<file path="src/rtl/gg_fpga_pkg.sv">
`default_nettype none
// +----------------------------------------------------------------------+
// | gg_fpga : shared types for the trigger window controller             |
// | Rev 1.0                                                              |
// +----------------------------------------------------------------------+
package gg_fpga;

  typedef enum logic [1:0] {
    STATIC          = 2'd0,
    BOUNCE_BACK     = 2'd1,
    HIT_WIDTH_SHIFT = 2'd2
  } trigger_mode_t;

  typedef enum logic [1:0] {
    IDLE = 2'd0,
    RUN  = 2'd1,
    COOL = 2'd2
  } trig_win_state_t;

endpackage
`default_nettype wire

</file>
<file path="src/rtl/trigger_window_gen.sv">
`default_nettype none
// +----------------------------------------------------------------------+
// | trigger_window_gen : phase counter, hit window and bounce/width logic |
// | Rev 1.0                                                              |
// +----------------------------------------------------------------------+
module trigger_window_gen
  import gg_fpga::*;
#(
  parameter int PHASE_W = 8
) (
  input  logic               clk,
  input  logic               rst_n,
  input  logic               load,
  input  logic               advance,
  input  logic               hit_accept,
  input  logic               hit_reject,
  input  logic               busy,
  input  trigger_mode_t      cfg_mode,
  input  logic [PHASE_W-1:0] cfg_period,
  input  logic [PHASE_W-1:0] cfg_pos,
  input  logic [PHASE_W-1:0] cfg_width,
  input  logic [PHASE_W-1:0] cfg_step,
  output logic [PHASE_W-1:0] win_pos,
  output logic [PHASE_W-1:0] win_width,
  output logic               window_open
);

  typedef logic [PHASE_W:0] ext_t;

  trigger_mode_t      mode_q;
  logic [PHASE_W-1:0] period_q;
  logic [PHASE_W-1:0] step_q;
  logic [PHASE_W-1:0] width_lim_q;
  logic [PHASE_W-1:0] phase_q;
  logic               dir_down_q;

  logic [PHASE_W-1:0] period_in;
  logic [PHASE_W-1:0] pos_in;
  logic [PHASE_W-1:0] room_in;
  logic [PHASE_W-1:0] width_in;

  // Sanitised configuration: period >= 1, window kept inside one period.
  always_comb begin
    period_in = (cfg_period == '0) ? PHASE_W'(1) : cfg_period;
    pos_in    = (cfg_pos > period_in - PHASE_W'(1)) ? period_in - PHASE_W'(1) : cfg_pos;
    room_in   = period_in - pos_in;
    width_in  = (cfg_width > room_in) ? room_in : cfg_width;
  end

  logic wrap;
  assign wrap = advance && (phase_q == period_q - PHASE_W'(1));

  ext_t               upper;
  ext_t               up_sum;
  logic [PHASE_W-1:0] bounce_pos;
  logic               bounce_flip;

  always_comb begin
    upper       = ext_t'(period_q) - ext_t'(win_width);
    up_sum      = ext_t'(win_pos) + ext_t'(step_q);
    bounce_pos  = win_pos;
    bounce_flip = 1'b0;
    if (!dir_down_q) begin
      if (up_sum > upper) begin
        bounce_pos  = upper[PHASE_W-1:0];
        bounce_flip = 1'b1;
      end else begin
        bounce_pos  = up_sum[PHASE_W-1:0];
      end
    end else if (step_q > win_pos) begin
      bounce_pos  = '0;
      bounce_flip = 1'b1;
    end else begin
      bounce_pos  = win_pos - step_q;
    end
  end

  logic [PHASE_W-1:0] room_now;
  logic [PHASE_W-1:0] grow_cap;
  ext_t               grow_sum;
  logic [PHASE_W-1:0] grow_w;
  logic [PHASE_W-1:0] shrink_w;

  always_comb begin
    room_now = period_q - win_pos;
    grow_cap = (width_lim_q < room_now) ? width_lim_q : room_now;
    grow_sum = ext_t'(win_width) + ext_t'(step_q);
    grow_w   = (grow_sum > ext_t'(grow_cap)) ? grow_cap : grow_sum[PHASE_W-1:0];
    shrink_w = (ext_t'(win_width) > ext_t'(step_q) + ext_t'(1)) ? win_width - step_q
                                                                  : PHASE_W'(1);
  end

  ext_t win_end;
  always_comb begin
    win_end     = ext_t'(win_pos) + ext_t'(win_width);
    window_open = busy && (win_width != '0) && (phase_q >= win_pos)
                  && (ext_t'(phase_q) < win_end);
  end

  always_ff @(posedge clk or negedge rst_n) begin
    if (!rst_n) begin
      mode_q      <= STATIC;
      period_q    <= PHASE_W'(1);
      step_q      <= '0;
      width_lim_q <= '0;
      phase_q     <= '0;
      dir_down_q  <= 1'b0;
      win_pos     <= '0;
      win_width   <= '0;
    end else if (load) begin
      mode_q      <= cfg_mode;
      period_q    <= period_in;
      step_q      <= cfg_step;
      width_lim_q <= width_in;
      phase_q     <= '0;
      dir_down_q  <= 1'b0;
      win_pos     <= pos_in;
      win_width   <= width_in;
    end else begin
      if (advance) begin
        phase_q <= wrap ? '0 : phase_q + PHASE_W'(1);
      end
      if (wrap && mode_q == BOUNCE_BACK) begin
        win_pos <= bounce_pos;
        if (bounce_flip) begin
          dir_down_q <= ~dir_down_q;
        end
      end
      if (mode_q == HIT_WIDTH_SHIFT) begin
        if (hit_accept) begin
          win_width <= shrink_w;
        end else if (hit_reject) begin
          win_width <= grow_w;
        end
      end
    end
  end

endmodule
`default_nettype wire

</file>
<file path="src/rtl/trigger_window_ctrl.sv">
`default_nettype none
// +----------------------------------------------------------------------+
// | trigger_window_ctrl : run FSM, cool-down and hit counters around a    |
// | moving hit window. GG_FPGA_TRIGGER_MISS_CNT_EN adds miss_count.       |
// | Rev 1.0                                                              |
// +----------------------------------------------------------------------+
module trigger_window_ctrl
  import gg_fpga::*;
#(
  parameter int PHASE_W    = 8,
  parameter int CNT_W      = 16,
  parameter int COOL_TICKS = 4
) (
  input  logic               clk,
  input  logic               rst_n,
  input  trigger_mode_t      cfg_mode,
  input  logic [PHASE_W-1:0] cfg_period,
  input  logic [PHASE_W-1:0] cfg_pos,
  input  logic [PHASE_W-1:0] cfg_width,
  input  logic [PHASE_W-1:0] cfg_step,
  input  logic               start,
  input  logic               stop,
  input  logic               tick,
  input  logic               hit_in,
  output logic               busy,
  output logic               window_open,
  output logic [PHASE_W-1:0] win_pos,
  output logic [PHASE_W-1:0] win_width,
  output logic               hit_ok,
  output logic               hit_miss,
`ifdef GG_FPGA_TRIGGER_MISS_CNT_EN
  output logic [CNT_W-1:0]   miss_count,
`endif
  output logic [CNT_W-1:0]   hit_count
);

  localparam int COOL_N = (COOL_TICKS < 1) ? 1 : COOL_TICKS;
  localparam int COOL_W = $clog2(COOL_N + 1);

  trig_win_state_t   state_q;
  trig_win_state_t   state_d;
  logic [COOL_W-1:0] cool_cnt_q;

  logic load;
  logic advance;
  logic hit_eval;
  logic hit_accept;
  logic hit_reject;
  logic cool_done;

  always_ff @(posedge clk or negedge rst_n) begin
    if (!rst_n) begin
      state_q <= IDLE;
    end else begin
      state_q <= state_d;
    end
  end

  always_comb begin
    state_d = state_q;
    if (stop) begin
      state_d = IDLE;
    end else begin
      case (state_q)
        IDLE:    if (start)      state_d = RUN;
        RUN:     if (hit_accept) state_d = COOL;
        COOL:    if (cool_done)  state_d = RUN;
        default: state_d = IDLE;
      endcase
    end
  end

  // Stop masks every other event in the same cycle.
  always_comb begin
    busy       = (state_q != IDLE);
    load       = (state_q == IDLE) && start && !stop;
    advance    = busy && tick && !stop;
    hit_eval   = (state_q == RUN) && hit_in && !stop;
    hit_accept = hit_eval && window_open;
    hit_reject = hit_eval && !window_open;
    cool_done  = (state_q == COOL) && tick && (cool_cnt_q == COOL_W'(COOL_N - 1));
  end

  always_ff @(posedge clk or negedge rst_n) begin
    if (!rst_n) begin
      cool_cnt_q <= '0;
      hit_ok     <= 1'b0;
      hit_miss   <= 1'b0;
      hit_count  <= '0;
    end else begin
      hit_ok   <= hit_accept;
      hit_miss <= hit_reject;
      if (state_q != COOL) begin
        cool_cnt_q <= '0;
      end else if (tick) begin
        cool_cnt_q <= cool_cnt_q + COOL_W'(1);
      end
      if (load) begin
        hit_count <= '0;
      end else if (hit_accept && hit_count != '1) begin
        hit_count <= hit_count + CNT_W'(1);
      end
    end
  end

`ifdef GG_FPGA_TRIGGER_MISS_CNT_EN
  always_ff @(posedge clk or negedge rst_n) begin
    if (!rst_n) begin
      miss_count <= '0;
    end else if (load) begin
      miss_count <= '0;
    end else if (hit_miss && miss_count != '1) begin
      miss_count <= miss_count + CNT_W'(1);
    end
  end
`endif

  trigger_window_gen #(
    .PHASE_W (PHASE_W)
  ) u_gen (
    .clk         (clk),
    .rst_n       (rst_n),
    .load        (load),
    .advance     (advance),
    .hit_accept  (hit_accept),
    .hit_reject  (hit_reject),
    .busy        (busy),
    .cfg_mode    (cfg_mode),
    .cfg_period  (cfg_period),
    .cfg_pos     (cfg_pos),
    .cfg_width   (cfg_width),
    .cfg_step    (cfg_step),
    .win_pos     (win_pos),
    .win_width   (win_width),
    .window_open (window_open)
  );

endmodule
`default_nettype wire

</file>
<file path="config.mk">
export PLATFORM = sky130hd
export DESIGN_NAME = trigger_window_ctrl
export DESIGN_NICKNAME = d
export VERILOG_FILES = /design/src/rtl/gg_fpga_pkg.sv /design/src/rtl/trigger_window_gen.sv /design/src/rtl/trigger_window_ctrl.sv
export SDC_FILE = /design/constraint.sdc
export NUM_CORES = 1
export LEC_CHECK = 0
export ABC_CLOCK_PERIOD_IN_PS = 5240
export CAP_MARGIN = 20
export CORE_MARGIN = 5
export CORE_UTILIZATION = 50
export CTS_BUF_LIST = sky130_fd_sc_hd__clkbuf_8
export CTS_CLUSTER_SIZE = 28
export DETAILED_ROUTE_END_ITERATION = 6
export PLACE_DENSITY = 0.74
export SYNTH_ARGS = -nofsm -noshare
export SYNTH_HDL_FRONTEND = slang
export SYNTH_SLANG_ARGS = --single-unit
</file>
<file path="constraint.sdc">
create_clock -name clk -period 5.24 [get_ports clk]
set_input_delay 1.048 -clock clk [delete_from_list [all_inputs] [get_ports clk]]
set_output_delay 1.048 -clock clk [all_outputs]
set_load 0.02 [all_outputs]
</file>
## After elaboration in Yosys (flattened, before gate mapping)

Cells that the tools add are included.

| storage, ports and cells | value |
|---|---|
| RAM bits | 0 |
| output and inout port bits | 36 |
| memories kept | 0 |
| bits in registers | 74 |
| word-level logic and storage cells | 113 |
| latch bits | 0 |
| bits of input ports | 40 |
| ROM bits | 0 |

| cells by class | value |
|---|---|
| eq/ne operators | 11 |
| bitwise operators | 1 |
| divide/modulo/power cells | 0 |
| add/subtract/negate cells | 14 |
| order comparisons | 9 |
| mux-type cells | 33 |
| shift-type cells | 0 |
| multiply operators | 0 |
| reduce and logical (&&, ||, !) cells | 32 |

Operator list:

| operator | count |
|---|---|
| $mux W8 | 18 |
| $mux W16 | 2 |
| $sub A8 B8 Y8 | 4 |
| $add A8 B8 Y9 | 3 |
| $gt A8 B8 Y1 | 3 |
| $add A16 B1 Y16 const B | 1 |
| $logic_and A1 B1 Y1 | 16 |
| $ne A16 B16 Y1 const B | 1 |
| $sub A8 B1 Y8 const B | 2 |
| $reduce_bool A2 Y1 | 7 |
| $add A8 B1 Y9 const B | 1 |
| $gt A8 B9 Y1 | 1 |
| $gt A9 B8 Y1 | 1 |
| $gt A9 B9 Y1 | 1 |
| $lt A8 B9 Y1 | 1 |
| $ne A3 B3 Y1 const B | 3 |
| $sub A8 B8 Y9 | 1 |
| $add A8 B1 Y8 const B | 1 |
| $eq A8 B8 Y1 | 1 |
| $ge A8 B8 Y1 | 1 |
| $logic_not A8 Y1 | 1 |
| $lt A8 B8 Y1 | 1 |
| $mux W2 | 4 |
| $reduce_bool A8 Y1 | 1 |
| 14 further kinds | 24 |

## Depth between registers and ports, before layout

Gate-level depths: netlist of run 1.

| depth | value |
|---|---|
| depth after elaboration | 10 |
| mapped depth | 32 |
| depth with buffers taken out | 28 |

## Hierarchy

A second synthesis of run 1 with hierarchy kept.

| second synthesis, totals | value |
|---|---|
| cell total of the unflattened synthesis | 980 |
| area total of the unflattened synthesis | 8276.7 sq um |

By module, submodules not included:

| module | sequential area each (sq um) | cells each | instances | area an instance (sq um) |
|---|---|---|---|---|
| trigger_window_gen | 1277.5 | 859 | 1 | 7053.0 |
| trigger_window_ctrl | 575.6 | 121 | 1 | 1223.7 |

## Least setup slack after synthesis of run 1

Ideal clock, no wire load.

| timing path | value |
|---|---|
| kind | input port to flip-flop |
| start | in cfg_period[3] |
| end | reg u_gen.width_lim_q[4] |
| path slack | -1.689 ns |
| required time | 5.107 ns |
| setup time | 0.133 ns |
| stages on the path | 30 |
| arrival | 6.796 ns |
| buffers on the path | 4 |
| path through | clkbuf_1 > or2_1 > clkbuf_1 > nor2_1 > a31oi_1 > ha_1 > nand3b_1 > xor2_1 > ha_1 > a31o_2 > a21o_1 > a211o_1 > nand2_2 > clkbuf_4 > mux2_2 > ha_1 > inv_1 > ha_1 > a31oi_2 > o311ai_1 > o311a_2 > xnor2_2 > ha_1 > a21o_1 > a21oi_1 > o21ai_0 > o21ai_1 > buf_2 > o211ai_1 > a21boi_1 |

| on the way | value |
|---|---|
| longest elaborated chain between the ends | 8 |

Ends and longest elaborated chain:

| item | RTL line | source |
|---|---|---|
| start, declared | trigger_window_ctrl.sv:17 | `input logic [PHASE_W-1:0] cfg_period,` |
| $logic_not A8 Y1 | trigger_window_gen.sv:44 | `period_in = (cfg_period == '0) ? PHASE_W'(1) : cfg_period;` |
| $mux W8 * | trigger_window_gen.sv:44 |  |
| $sub A8 B1 Y8 | trigger_window_gen.sv:45 | `pos_in = (cfg_pos > period_in - PHASE_W'(1)) ? period_in - PHASE_W'(1) : cfg_pos;` |
| $gt A8 B8 Y1 | trigger_window_gen.sv:45 |  |
| $mux W8 | trigger_window_gen.sv:45 |  |
| $sub A8 B8 Y8 * | trigger_window_gen.sv:46 | `room_in = period_in - pos_in;` |
| $gt A8 B8 Y1 | trigger_window_gen.sv:47 | `width_in = (cfg_width > room_in) ? room_in : cfg_width;` |
| $mux W8 * | trigger_window_gen.sv:47 |  |
| end signal, assigned | trigger_window_gen.sv:114 | `width_lim_q <= width_in;` |
| end, declared | trigger_window_gen.sv:33 | `logic [PHASE_W-1:0] width_lim_q;` |

Mark *: on every way between the ends. The rest lies on a longest branch, timed or not.
A chain may end at the register's enable or synchronous reset.

## Final worst setup path of run 1

| timing path | value |
|---|---|
| start | in cfg_period[2] |
| end | reg u_gen.win_width[2] |

| on the way | value |
|---|---|
| longest elaborated chain between the ends | 9 |

Ends and longest elaborated chain:

| item | RTL line | source |
|---|---|---|
| $logic_not A8 Y1 | trigger_window_gen.sv:44 |  |
| $mux W8 * | trigger_window_gen.sv:44 |  |
| $sub A8 B1 Y8 | trigger_window_gen.sv:45 |  |
| $gt A8 B8 Y1 | trigger_window_gen.sv:45 |  |
| $mux W8 | trigger_window_gen.sv:45 |  |
| $sub A8 B8 Y8 * | trigger_window_gen.sv:46 |  |
| $gt A8 B8 Y1 | trigger_window_gen.sv:47 |  |
| $mux W8 * | trigger_window_gen.sv:47 |  |
| $mux W8 * | trigger_window_gen.sv:110 | `end else if (load) begin` |
| end signal, assigned | trigger_window_gen.sv:118 | `win_width <= width_in;` |
| end signal, assigned | trigger_window_gen.sv:131 | `win_width <= shrink_w;` |
| end signal, assigned | trigger_window_gen.sv:133 | `win_width <= grow_w;` |
| end, declared | trigger_window_gen.sv:24 | `output logic [PHASE_W-1:0] win_width,` |

Marks and branches as above.

==> summary.txt, run 1 <==
Cells and area
  • Post-layout util: 0.674
  • Post-route design area: 10800 um^2
  • Layout area overhead: 31.4%
  • Share of layout cells above drive strength 1: 0.198
  • Fillers: 1320
  • ANT cells: 0
  • Final Net Count: 1365

Route
  • Via Count: 8199
  • Routed wire length: 27.3 mm
  • Via-to-Cell Ratio: 5.81
  • 1st-iter DRT viols: 606
  • Drt first pass iters: 6
  • Antenna-violating nets left: 0
  • Post-route DRC violation count: 0
  • WL/cell: 19.4 um

Global route
  • First-pass GRT wire length: 42.1 mm
  • Largest net degree at the start of global routing: 75
  • Number of global-route vias before repair: 8027
  • Initial antenna violation count: 0
  • Total track usage: 0.284
  • Total gr overflow: 0

Floorplanning
  • Starting density of the core: 0.513
  • Die width: 138 um
  • Die Y: 138 um
  • # IOs: 76
  • Die ar.: 19000 um^2
  • Core Box Area: 15900 um^2
  • FP Rows: 46

Placed design
  • Post-DP HPWL: 20.5 mm
  • Routability Congestion: 0.997
  • IO buf count: 75
  • Post-DP Area: 10000 um^2

Yosys
  • Cell Area, Synth: 8180 um^2
  • Synthesized flop and latch total: 74
  • Mapped Cells: 995
  • Register area share after synthesis: 0.227
  • Yosys warns: 0
  • Mean Syn Cell Area: 8.22 um^2
  • Number of enable flip-flop cells after synthesis: 0
  • Async set-reset flop share out of synthesis: 1.00
  • Yosys cell types: 82
  • Post-synth net total: 1170
  • Ys flop type: dfrtp_1

Setup path
  • Setup CP Type: in -> reg
  • WP data required: 5490 ps
  • Slowest cell on the critical path: ha_1
  • Crit path max fanout: 8
  • Crit path largest cell delay: 370 ps
  • R2R Path End: u_gen.win_width[6]$_DFFE_PN0P_
  • Crit end category: flip-flop
  • RR Startpoint: u_gen.win_pos[1]$_DFFE_PN0P_
  • R2R depth: 26
  • R2R setup slack: -160 ps
  • WP data arrival: 6150 ps
  • CP Launch Type: primary input

STA
  • Final worst slack: -661 ps
  • RSZ-0062 raised after global routing: true
  • Final setup violation count: 16
  • Max-slew violations: 0
  • Fmax: 0.169 GHz
  • Normalized max-slew margin: 0.338
  • Setup TNS: -9520 ps
  • Final min period: 5900 ps
  • Final period util: 1.13
  • Clk_skew: 14.9 ps
  • Worst Max-Slew Pin Slew: 994 ps
  • Final Hold Vio Count: 0

Power and ir drop
  • Worst VDD drop: 0.000349 V
  • Power density over cell area: 530 nW/um^2
  • Leak pwr: 5.12 nW

Clocking
  • Clock-pin slew on the worst setup and hold paths: 90 ps
  • CTS Hold Bufs: 0
  • CTS max path bufs: 2
  • CTS Buf Count: 9
  • Htree depth: 3
  • CTS tree: yes
  • # clock sinks: 74
  • CTS Root Cell: clkbuf_8
  • Clock latency on the worst-skew pair: 390 ps

Outcome
  • Outcome: finished with violations
  • Failing checks: setup timing

Hold path
  • Hold WC Path Type: reg -> reg
  • Hold path depth: 2
  • Hold_sp: cool_cnt_q[0]$_DFFE_PN0P_
  • Worst min-delay path endpoint: cool_cnt_q[0]$_DFFE_PN0P_

Flow run
  • Max cap viols: 0
report_power, final:
group / total, mW / switching (mW) / internal [mW]
Combinational: 4.32 / 2.31 / 2.01
Clock: 0.531 / 0.259 / 0.272
Sequential: 0.851 / 0.179 / 0.671
sequential cells by signal, summed over array words and instances (netlist names):
register,count
u_gen.period_q,8
state_q,2
u_gen.width_lim_q,8
cool_cnt_q,3
u_gen.step_q,8
u_gen.win_width,8
hit_miss,1
hit_ok,1
u_gen.dir_down_q,1
u_gen.phase_q,8
u_gen.win_pos,8
hit_count,16
u_gen.mode_q,2
synthesized netlist by cell type, types with 18 or more instances:
master,instances,area share
o21ai_0,68,0.042
nand2b_1,19,0.015
ha_1,128,0.20
xnor2_1,42,0.045
nand3_1,29,0.018
inv_1,75,0.034
nor3_1,18,0.011
a21o_1,22,0.020
nand2_1,73,0.033
nor2_1,93,0.043
clkbuf_1,26,0.012
dfrtp_1,73,0.22
a21oi_1,76,0.046
xor2_1,37,0.040
what timing repair did:
item                       CTS  global route
buffers inserted            18             9
resized for setup           44            43
pin swaps                   31            39
setup endpoints to repair   16            17
gates cloned                 1             0
final cells by class:
class / count / area [um^2] / share of cell area
flip-flops and latches: 74 / 1850 / 0.172
repair buffers: 215 / 1830 / 0.170
well taps: 216 / 270 / 0.0251
inverters: 75 / 284 / 0.0264
multi-input cells: 815 / 6290 / 0.585
clock buffers: 9 / 124 / 0.0115
clock inverters: 7 / 103 / 0.00954
worst max-delay path, delay by kind of cell:
family / cells / cell delay, ps
buffers and inverters: 4 / 580
muxes: 1 / 330
adders and majority gates: 4 / 1040
and+or+nand+nor: 7 / 620
AOI/OAI and AO/OA: 13 / 2310
xor gates and xnor gates: 1 / 210
per-stage QoR:
| stage | power, mW | setup slack, ps | hold WS (ps) | std cells |
|---|---|---|---|---|
| final | 5.70 | -661 | 553 | 1411 |
| after detailed placement | 4.83 | -1240 | 525 | 1370 |
| after global placement | 4.74 | -1110 | 510 | 1370 |
| after global routing | 6.17 | -846 | 564 | 1411 |
| after floorplan | 3.54 | -1020 | 473 | 995 |
| after CTS | 5.52 | -500 | 546 | 1405 |
worst max path at each step:
stage | start | end | cells past startpoint
2_1_floorplan | cfg_period[3] | u_gen.win_width[6]$_DFFE_PN0P_ | 31
3_3_place_gp | cfg_period[3] | u_gen.win_width[6]$_DFFE_PN0P_ | 28
3_5_place_dp | cfg_period[3] | u_gen.win_width[7]$_DFFE_PN0P_ | 30
4_1_cts | cfg_period[3] | u_gen.win_width[6]$_DFFE_PN0P_ | 29
5_1_grt | cfg_period[6] | u_gen.win_width[2]$_DFFE_PN0P_ | 31
6_report | cfg_period[2] | u_gen.win_width[2]$_DFFE_PN0P_ | 30
layer usage:
metal	GRT usage	vias to the layer above	wire, um
met5	0	-	0
met4	0.105	0	1030
met3	0.0352	67	1660
met2	0.479	285	12900
met1	0.375	3908	11700
li1	-	3939	-
cell usage in the layout (no fill, tap or decap), types with 26 or more instances in the layout:
| cell type | instances |
|---|---|
| buf_4 | 132 |
| ha_1 | 125 |
| nor2_1 | 86 |
| inv_1 | 74 |
| dfrtp_1 | 73 |
| nand2_1 | 69 |
| a21oi_1 | 66 |
| clkdlybuf4s50_1 | 65 |
| o21ai_0 | 63 |
| xnor2_1 | 41 |
| xor2_1 | 36 |
| nand3_1 | 26 |
logic make-up after synthesis:
logic type | Yosys count | share of synthesized area
compound gates | 268 | 0.214
xor+xnor | 80 | 0.0866
fa+ha+maj | 136 | 0.214
buf+inv | 107 | 0.0508
flops | 74 | 0.227
mux | 16 | 0.0210
simple gates | 314 | 0.187
No activity file was read; power rests on OpenSTA's default activity.
==> inputs of run 2 (changes only) <==
Settings changed: SYNTH_HIERARCHICAL set to 1.
==> run 2 against run 1 <==
  * The run still ends with setup timing left
  * Non-clock buffer count fell by 36
  * Synthesized area rose by 1.2%
  * Register-to-register slack improved by 220 ps
  * Sequential power fell by 1%
  * Sequential share of layout area rose by 0.75 points
  * Worst setup slack got worse by 610 ps
  * Count of clock-buffer cells in the layout did not move
  * Via count fell by 3.7%
  * Worst hold slack got worse by 15 ps
==> summary.txt, run 2 <==
Outcome
  • Outcome: finished with violations
  • Failing checks: setup timing

Power and ir drop
  • Leak pwr: 4.92 nW (-3.8%)
  • Power density over cell area: 548 nW/um^2 (+3.3%)
  • Worst VDD drop: 0.000293 V (-16%)
  • Pwr Total: 5.65 mW (-0.98%)

STA
  • Worst Max-Slew Pin Slew: 956 ps (-37.3 ps)
  • Final period util: 1.24 (+0.116)
  • RSZ-0062 raised after global routing: true
  • Clk_skew: 15.8 ps (+0.901 ps)
  • Final worst slack: -1270 ps (-608 ps)
  • Fmax: 0.154 GHz (-9.3%)
  • Normalized max-slew margin: 0.358 (+0.0206)
  • Final setup violation count: 16 (unchanged)
  • Final min period: 6510 ps (+608 ps)
  • Final Hold Vio Count: 0 (unchanged)
  • Max-slew violations: 0 (unchanged)

Yosys
  • Biggest area consumer among synthesized cells: dfrtp_1
  • Main area contributors after synthesis: dfrtp_1 22%, ha_1 19%, xnor2_1 5.6%
  • Most common cell in the netlist: ha_1
  • Area fraction of the dominant cell type after synthesis: 0.221 (-0.00260)
  • Yosys warns: 6 (+6)
  • Synth cell count leaders: 128 x ha_1, 87 x inv_1, 80 x a21oi_1
  • Number of enable flip-flop cells after synthesis: 0 (unchanged)
  • Ys flop type: dfrtp_1
  • Register area share after synthesis: 0.224 (-0.00264)
  • Post-synth net total: 1155 (-1.3%)
  • Async set-reset flop share out of synthesis: 1.00 (unchanged)
  • Mean Syn Cell Area: 8.45 um^2 (+2.7%)
  • Yosys cell types: 69 (-16%)
  • Mapped Cells: 980 (-1.5%)
  • Synthesized flop and latch total: 74 (unchanged)
  • Cell Area, Synth: 8280 um^2 (+1.2%)

Setup path
  • CP Launch Type: primary input
  • Worst path most repeated cell: a21oi_2
  • Worst setup startpoint: cfg_period[3]
  • WP data arrival: 6770 ps (+620 ps)
  • R2R Path End: u_gen/win_width[0]$_DFFE_PN0P_
  • Critical path endpoint: u_gen/win_width[1]$_DFFE_PN0P_
  • R2R setup slack: 60 ps (+220 ps)
  • RR Startpoint: u_gen/period_q[0]$_DFFE_PN1P_
  • Crit path largest cell delay: 440 ps (+70 ps)
  • Setup CP Type: in -> reg
  • Slowest cell on the critical path: or4_4
  • R2R depth: 27 (+3.8%)
  • WP data required: 5500 ps (about the same)
  • Crit path max fanout: 4 (-4)
  • Crit end category: flip-flop

Placed design
  • Placement Setup Slack: -2180 ps (-939 ps)
  • Routability Congestion: 0.956 (-4.1%)
  • Post-DP HPWL: 19.4 mm (-5.4%)
  • IO buf count: 75 (unchanged)

Floorplanning
  • Core Box Area: 16400 um^2 (+2.9%)
  • Die width: 139 um (+0.54%)
  • FP Rows: 47 (+2.2%)
  • Die Y: 139 um (+0.54%)
  • Starting density of the core: 0.504 (-0.00865)
  • Die ar.: 19200 um^2 (+1.1%)
  • # IOs: 76 (unchanged)

Route
  • Post-route DRC violation count: 0 (unchanged)
  • Routed wire length: 24.8 mm (-9.2%)
  • Via-to-Cell Ratio: 5.77 (-0.66%)
  • Antenna-violating nets left: 0 (unchanged)
  • Drt first pass iters: 5 (-1)
  • WL/cell: 18.1 um (-6.3%)
  • 1st-iter DRT viols: 656 (+8.3%)
  • Via Count: 7897 (-3.7%)

Global route
  • Initial antenna violation count: 0 (unchanged)
  • Total track usage: 0.254 (-0.0299)
  • First-pass GRT wire length: 39.7 mm (-5.6%)
  • Number of global-route vias before repair: 7715 (-3.9%)
  • Largest net degree at the start of global routing: 75 (unchanged)
  • Total gr overflow: 0 (unchanged)

Clocking
  • Clock-pin slew on the worst setup and hold paths: 100 ps (about the same)
  • CTS Root Cell: clkbuf_8
  • CTS tree: yes
  • CTS Hold Bufs: 0 (unchanged)
  • CTS max path bufs: 2 (unchanged)
  • Clock latency on the worst-skew pair: 390 ps (about the same)
  • CTS Buf Count: 9 (unchanged)
  • Htree depth: 3 (unchanged)
  • # clock sinks: 74 (unchanged)

Cells and area
  • Layout area overhead: 24.5%
  • Final Net Count: 1318 (-3.4%)
  • Area of the multi-input gates: 6080 um^2 (-3.2%)
  • FF/Latch Area: 1850 um^2 (unchanged)
  • Fillers: 1433 (+8.6%)
  • ANT cells: 0 (unchanged)
  • Max FFs per register: 16 (unchanged)
  • Most common cell after layout, fill and taps aside: ha_1
  • Share of layout cells above drive strength 1: 0.159 (-0.0389)
  • Most frequent cells in the layout: 124 x ha_1, 102 x buf_4, 85 x inv_1, 73 x dfrtp_1
  • Top reg by flops: hit_count

Hold path
  • Hold WC Path Type: in -> async

Flow run
  • Max cap viols: 0 (unchanged)
run 2: cell count changes after synthesis, moves of 11 or more:
cell | before | now
inv_1 | 75 | 87
nand2_1 | 73 | 53
nor2_1 | 93 | 74
xnor2_1 | 42 | 53
mux2i_1 | 10 | 21
a21o_1 | 22 | 36
run 2: worst min-delay path by stage:
stage / end / slack [ps] / cells after the start
after detailed placement: cool_cnt_q[1]$_DFFE_PN0P_ / 520 / 2
after global routing: hit_count[3]$_DFFE_PN0P_ / 570 / 1
after global placement: cool_cnt_q[1]$_DFFE_PN0P_ / 510 / 2
after floorplan: cool_cnt_q[1]$_DFFE_PN0P_ / 490 / 2
after CTS: cool_cnt_q[1]$_DFFE_PN0P_ / 540 / 2
final: hit_count[3]$_DFFE_PN0P_ / 540 / 1
run 2: timing repair:
action	in CTS	in global routing
endpoints found under the setup margin	16	17
resized for setup	21	13
buffers inserted	8	6
hold endpoints to repair	0	0
pin swaps	22	10
cloned	0	0
run 2: area by class of cell:
type	instances	area share
multi-input cells	791	0.590
flip-flops and latches	74	0.180
repair buffers	179	0.151
inverters	88	0.0322
well taps	220	0.0267
clock buffers	9	0.0120
clock inverters	7	0.00826
run 2: worst max-delay path: cells and delay by family:
family,cells,cell delay (ps)
AOI/OAI and AO/OA,11,1300
adders and majority gates,6,1620
and+or+nand+nor,8,1350
xor gates and xnor gates,3,480
buffers and inverters,4,580
muxes,2,390
run 2: stage by stage:
stage / cell area [um^2] / hold WS [ps] / cells / setup TNS, ps / utilization
after floorplan: 8360 / 490 / 980 / -27250 / -
after global placement: 9890 / 514 / 1337 / -30290 / 0.603
after detailed placement: 9890 / 518 / 1337 / -33260 / 0.603
after CTS: 10200 / 540 / 1361 / -18530 / 0.620
after global routing: 10300 / 566 / 1368 / -23230 / 0.628
final: 10300 / 538 / 1368 / -18860 / 0.628
run 2: layer usage:
layer	vias to the layer above	track usage	wire length, um
met5	-	0	0
met4	0	0.0736	550
met3	38	0.0338	1500
met2	260	0.442	11900
met1	3766	0.332	10900
li1	3833	-	-
run 2: logic make-up after synthesis:
logic type / after synthesis / synth area share
AOI/OAI and AO/OA: 294 / 0.231
xor gates and xnor gates: 81 / 0.0857
adders and majority gates: 137 / 0.213
buffers and inverters: 115 / 0.0570
DFF: 74 / 0.224
muxes: 32 / 0.0404
and+or+nand+nor: 247 / 0.150
run 2: report_power, final:
part | switching, mW | internal, mW | leakage (nW)
sequential | 0.166 | 0.673 | 0.951
combinational | 2.32 | 1.98 | 3.87
clock | 0.274 | 0.230 | 0.100
